[config.mk]
export PLATFORM = sky130hd
export DESIGN_NAME = compare_sequencer
export DESIGN_NICKNAME = d
export VERILOG_FILES = /design/src/rtl/cmp_seq_pkg.sv /design/src/rtl/gt2_slice.sv /design/src/rtl/compare_sequencer.sv
export SDC_FILE = /design/constraint.sdc
export NUM_CORES = 1
export LEC_CHECK = 0
export BUFFER_PORTS_ARGS = -buffer_cell sky130_fd_sc_hd__buf_2
export CAP_MARGIN = 20
export CORE_MARGIN = 5
export CORE_UTILIZATION = 40
export CTS_BUF_LIST = sky130_fd_sc_hd__clkbuf_2
export DETAILED_ROUTE_END_ITERATION = 7
export PLACE_DENSITY_LB_ADDON = 0.1
export RECOVER_POWER = 50
export SETUP_SLACK_MARGIN = 0.2
export SYNTH_ARGS = -nofsm -noshare
export SYNTH_HDL_FRONTEND = slang
export SYNTH_SLANG_ARGS = --single-unit
[constraint.sdc]
create_clock -name clk -period 2.35 [get_ports clk]
set_input_delay 0.47 -clock clk [delete_from_list [all_inputs] [get_ports clk]]
set_output_delay 0.47 -clock clk [all_outputs]
set_load 0.05 [all_outputs]
[src/rtl/cmp_seq_pkg.sv]
// Shared types and constants for the multi-cycle magnitude comparator.
// Optional feature macro: CMP_SEQ_EARLY_EXIT_EN.
package cmp_seq_pkg;

  localparam int SLICE_W = 2;

  typedef enum logic [1:0] {
    IDLE = 2'd0,
    RUN  = 2'd1,
    DONE = 2'd2
  } state_t;

endpackage

[src/rtl/gt2_slice.sv]
// Combinational 2-bit unsigned greater-than slice.
// Used twice by the sequencer, once per operand order.
module gt2_slice
  import cmp_seq_pkg::*;
(
  input  logic [SLICE_W-1:0] x,
  input  logic [SLICE_W-1:0] y,
  output logic               out
);

  assign out = (x > y);

endmodule

[src/rtl/compare_sequencer.sv]
// Walks two operands MSB slice first through a shared 2-bit comparator.
// Macro CMP_SEQ_EARLY_EXIT_EN ends the walk at the first differing slice.
module compare_sequencer
  import cmp_seq_pkg::*;
#(
  parameter int WIDTH = 8
) (
  input  logic             clk,
  input  logic             rst_n,
  input  logic             start,
  input  logic [WIDTH-1:0] a,
  input  logic [WIDTH-1:0] b,
  output logic             busy,
  output logic             done,
  output logic             gt,
  output logic             eq,
  output logic             lt
);

  localparam int N     = WIDTH / SLICE_W;
  localparam int IDX_W = (N > 1) ? $clog2(N) : 1;
  localparam logic [IDX_W-1:0] IDX_TOP = IDX_W'(N - 1);

  state_t             state;
  logic [WIDTH-1:0]   a_s;
  logic [WIDTH-1:0]   b_s;
  logic [IDX_W-1:0]   idx;
  logic               decided;
  logic               dec_gt;

  logic [SLICE_W-1:0] sa;
  logic [SLICE_W-1:0] sb;
  logic               g_ab;
  logic               g_ba;
  logic               hit;
  logic               dec_n;
  logic               gt_n;
  logic               lt_n;
  logic               last;
  logic               go_done;
  logic               accept;

  gt2_slice u_gt_ab (
    .x   (sa),
    .y   (sb),
    .out (g_ab)
  );

  gt2_slice u_gt_ba (
    .x   (sb),
    .y   (sa),
    .out (g_ba)
  );

  // Select the current slice and fold it into the running decision.
  always_comb begin
    sa      = SLICE_W'(a_s >> {idx, 1'b0});
    sb      = SLICE_W'(b_s >> {idx, 1'b0});
    hit     = !decided && (g_ab || g_ba);
    dec_n   = decided || hit;
    gt_n    = decided ? dec_gt : g_ab;
    lt_n    = dec_n && !gt_n;
    last    = (idx == '0);
`ifdef CMP_SEQ_EARLY_EXIT_EN
    go_done = last || hit;
`else
    go_done = last;
`endif
    accept  = start && ((state == IDLE) || (state == DONE));
  end

  // Sequencer FSM with registered handshake and result outputs.
  always_ff @(posedge clk or negedge rst_n) begin
    if (!rst_n) begin
      state   <= IDLE;
      a_s     <= '0;
      b_s     <= '0;
      idx     <= '0;
      decided <= 1'b0;
      dec_gt  <= 1'b0;
      busy    <= 1'b0;
      done    <= 1'b0;
      gt      <= 1'b0;
      eq      <= 1'b0;
      lt      <= 1'b0;
    end else begin
      done <= 1'b0;
      if (accept) begin
        state   <= RUN;
        a_s     <= a;
        b_s     <= b;
        idx     <= IDX_TOP;
        decided <= 1'b0;
        dec_gt  <= 1'b0;
        busy    <= 1'b1;
        gt      <= 1'b0;
        eq      <= 1'b0;
        lt      <= 1'b0;
      end else begin
        case (state)
          IDLE: begin
            state <= IDLE;
          end
          RUN: begin
            decided <= dec_n;
            dec_gt  <= gt_n;
            if (go_done) begin
              state <= DONE;
              busy  <= 1'b0;
              done  <= 1'b1;
              gt    <= gt_n;
              lt    <= lt_n;
              eq    <= !dec_n;
            end else begin
              idx <= idx - 1'b1;
            end
          end
          DONE: begin
            state <= IDLE;
          end
          default: begin
            state <= IDLE;
            busy  <= 1'b0;
          end
        endcase
      end
    end
  end

endmodule
# Word level (Yosys, flattened, before mapping)
# Index checks and enable logic that the tools add are counted.
[classes]
div_mod_pow = 0
eq_ne = 5
add_sub_neg = 1
magnitude_cmp = 2
shifts = 2
muxes = 26
n_reduce_logical = 17
bitwise_logic = 0
n_mul = 0
[op_table]
columns = ["operator", "n"]
rows = [
  ["two-way mux 1 bit", 19],
  ["right shift 8 x 3 -> 2 bit", 2],
  ["two-way mux 2 bit", 6],
  ["AND reduction 2 bit", 3],
  ["greater-than comparator 2 bit", 2],
  ["logical NOT 2 bit", 2],
  ["!= test 2 x 1 -> 1 bit (second input constant)", 2],
  ["nonzero test 2 bit", 2],
  ["logical AND 1 bit", 3],
  ["logical NOT 1 bit", 3],
  ["logical OR 1 bit", 3],
  ["!= test 3 bit (second input constant)", 1],
  ["equality test 2 x 1 -> 1 bit (second input constant)", 1],
  ["equality test 2 bit (second input constant)", 1],
  ["case mux 1 bit (2 select lines)", 1],
  ["OR reduction 2 bit", 1],
  ["subtractor 2 x 1 -> 2 bit (second input constant)", 1],
]
[totals]
latchBits = 0
reg_bits = 27
memories = 0
rom_bits = 0
ram_bits = 0
input_bits = 19

# Depth between registers and ports, before layout
[depth]
depth_word = 9
depth_mapped = 7
ltp_nobuf = 6

# Cells and area by module
# A second synthesis with hierarchy kept.
[unflattened]
hier_cells = 131
hier_area_um2 = 1310.0
[modules_own_cells]
columns = ["module", "seq_area_each_um2", "area_per_inst_um2", "n_inst", "cells_per_inst"]
rows = [
  ["compare_sequencer", 675.6, 1214.9, 1, 119],
  ["gt2_slice", 0.0, 47.5, 2, 6],
]

# Worst setup path before layout
# Ideal clock, no wire load.
[synth_timing]
kind = "register -> register"
from = "register idx[0]"
to = "register gt"
required_ps = 2273
t_arrival_ps = 1806
slack_ps = 467
stages_incl_launch_ff = 7
synth_period_minus_slack_ps = 1883
path_cell_list = "dfrtp_1 buf_2 mux4_2 ha_1 nor2b_1 o311a_1 o21ai_1"
[synth_via]
elab_chain_cells = 6
word_cells_on_any_way = 10
[synth_lines]
columns = ["item", "line_no", "text"]
rows = [
  ["from (decl)", "compare_sequencer.sv:27", "logic [IDX_W-1:0] idx;"],
  ["from (signal assigned)", "compare_sequencer.sv:115", "idx <= idx - 1'b1;"],
  ["right shift 8 x 3 -> 2 bit, on equally long branches", "compare_sequencer.sv:57, compare_sequencer.sv:58", ""],
  ["greater-than comparator 2 bit", "gt2_slice.sv:11", "assign out = (x > y);"],
  ["two-way mux 1 bit", "compare_sequencer.sv:61", "gt_n = decided ? dec_gt : g_ab;"],
  ["two-way mux 1 bit", "compare_sequencer.sv:107", "if (go_done) begin"],
  ["two-way mux 1 bit", "compare_sequencer.sv:100", "case (state)"],
  ["two-way mux 1 bit", "compare_sequencer.sv:88", "if (accept) begin"],
  ["to (signal assigned)", "compare_sequencer.sv:111", "gt <= gt_n;"],
  ["to (decl)", "compare_sequencer.sv:15", "output logic gt,"],
]
# Parallel ways exist; a longest one is shown, timed or not. The select of a mux whose other input is x is not followed.
# A chain may end at the register's enable or synchronous reset.

# Final worst setup path
# Ends and elaborated chain as after synthesis.

==> reports/qor.yml <==
total_power_mw: 2.04
min_period_ns: 2.05
overflow: 0
yosys-top-cells-count: "dfrtp_1, mux2_2, mux2_4, nand2_1, o21ai_0"
port_buffers: 23
power.density_nw_per_um2: 1420
synth_top_cell_area_share_pct: 52.0
coreArea_um2: 3080
cp-end-kind: "flip-flop"
critPathLaunchType: "flip-flop"
drt-total-wl_mm: 2.21
fin_skew_ns: 0.00309
cts.clk_slew.worst_paths_ns: 0.25
slew-limit-headroom_pct: 4.26
outcome: "complete, no violations"
ctsLongestPathBuffers: 2
netlist.top_cell.by_area: "dfrtp_1"
critPathMaxFanout: 5
areaGrowthSynthToFinish_pct: 11.2
setup_viol: 0
syn_inst: 97
ys.flop_type: "dfrtp_1"
cp.required_ns: 2.64
ys_seq_area_share_pct: 52.0
setup-tns-final_ns: 0
remaining_drc_errors: 0
synth-edff-count: 0
maxSlewViolCount: 0
drtIter0Drc: 49
hold_path.class: "input port to flip-flop"
diodes: 0
rsz0062_at_grt: "no"
worst_slew_pin_slew_ns: 1.44
htree_levels: 1
placement_rows: 20
grt_pass1_wl_mm: 3.99
cts_sinks: 27
grt.total_usage_pct: 11.7
grt_max_degree: 28
yosysMostFrequentCell: "dfrtp_1"
synth_nets: 119
postCtsSetupRepairBufs: 0
initial_utilization_pct: 42.2
avgRoutedWirePerCell_um: 13.5
crit_arrival_ns: 2.34
viasPerCell: 4.85
synth_area_um2: 1300
fin_crit_sh_pct: 87.0
ff2ff_setup_slack_ns: 0.30
antenna_found_initial: 0
stdcell_count: 164
vdd_drop_max_uv: 536
synth.distinct_cells: 26
ys_ff_latch: 27
cts_tree: "done"
die_area_um2: 4490
routabilityCongestion: 0.772
final_nets: 143
yosysWarnings: 0
grt_pass1_vias: 899
ios: 24
die_h_um: 67.0
max_cap_viol_count: 0
holdWs_ns: 0.329
crit_slowest_cell: "dfrtp_1"
max_freq_ghz: 0.489
critPathKind: "flip-flop to flip-flop"
crit_chain: "mux4_2 > ha_1 > nor2b_1 > o311a_1 > o21ai_1"
cpPeakStageDelay_ns: 0.55
cts-root-buf: "clkbuf_2"
drive_gt1_share_pct: 41.7
dr.pass1.iters: 4
detail-route-antenna-nets: 0
cp_top_family: "flip-flops"
async_reset_ff_share_pct: 100
leakagePower_nw: 0.691
final-hold-violation-count: 0
dp.cells: 160
path_buf_inv: 0
die_w_um: 67.0
cts_buffers: 3
route.vias.total: 796
hpwl_mm: 1.66
syn_avg_cell_area_um2: 13.4
synth_area_leaders: "dfrtp_1, mux2_4, mux2_2"
insertion_delay_ns: 0.34
-- cell families after synthesis --
kind of cell               synth area share (%)
DFF                                        52.0
adders and majority gates                  2.89
AOI/OAI and AO/OA                          8.86
buffers and inverters                      5.59
muxes                                      23.1
and+or+nand+nor                            7.51
-- worst paths after layout --
| check | from | end | cells past startpoint |
|---|---|---|---|
| worst min-delay path | b[2] | b_s[2]$_DFFE_PN0P_ | 2 |
| min in group asynchronous | rst_n | done$_DFF_PN0_ | 1 |
| worst max register to register | idx[0]$_DFFE_PN0P_ | gt$_DFFE_PN0P_ | 5 |
| worst max-delay path | idx[0]$_DFFE_PN0P_ | gt$_DFFE_PN0P_ | 5 |
| worst min register to register | busy$_DFFE_PN0P_ | busy$_DFFE_PN0P_ | 1 |
| max in group asynchronous | rst_n | b_s[6]$_DFFE_PN0P_ | 1 |
-- report_power, final --
part / switching (mW) / internal, mW
registers: 0.182 / 0.683
logic: 0.473 / 0.525
clock network: 0.135 / 0.0449
-- what timing repair did --
item	CTS	global route
setup endpoints to repair	0	1
gates resized for setup	0	1
hold buffers	0	0
-- sequential cells by signal, summed over array words and instances, names as in the netlist --
| name | cells |
|---|---|
| state | 2 |
| idx | 2 |
| dec_gt | 1 |
| gt | 1 |
| b_s | 8 |
| done | 1 |
| decided | 1 |
| eq | 1 |
| lt | 1 |
| a_s | 8 |
| busy | 1 |
-- cell usage in the layout, fill, tap and decap left out --
cell and n:
o31ai_1 2, mux4_2 4, inv_1 6, nor3b_1 1
clkbuf_1 1, nor3_1 1, o311a_1 2, nor4_1 1
a2bb2oi_1 2, mux2_2 8, ha_1 3, mux2_4 8
o21ai_1 2, a221o_1 1, nor2_1 2, o21ai_0 7
nor2b_1 2, inv_2 1, buf_2 22, clkbuf_2 4
a21o_1 1, nand2_1 8, buf_4 1, dfrtp_1 27
nor2b_2 2, or2_1 1
-- per-stage QoR --
step	setup WS (ns)	util, %	instance area, um^2
4_1_cts	0.299	47.1	1450
3_5_place_dp	0.338	46.5	1430
3_3_place_gp	0.385	46.5	1430
6_report	0.305	46.9	1440
5_1_grt	0.163	46.9	1440
2_1_floorplan	0.467	-	1300
-- area by class of cell --
cell class / count / area (um^2)
fill: 301 / 1630
sequential: 27 / 676
multi-input combinational: 58 / 546
timing repair buffer: 24 / 121
tap: 44 / 55.1
inverter: 7 / 26.3
clock buffer: 4 / 20.0
-- routing by layer --
metal	global-route usage, %	wire [um]	vias up
met5	0	0	-
met2	19.2	1070	22
met3	2.53	110	2
met4	5.06	19	0
li1	-	-	394
met1	14.8	1010	378
No activity file was read; power rests on OpenSTA's default activity.
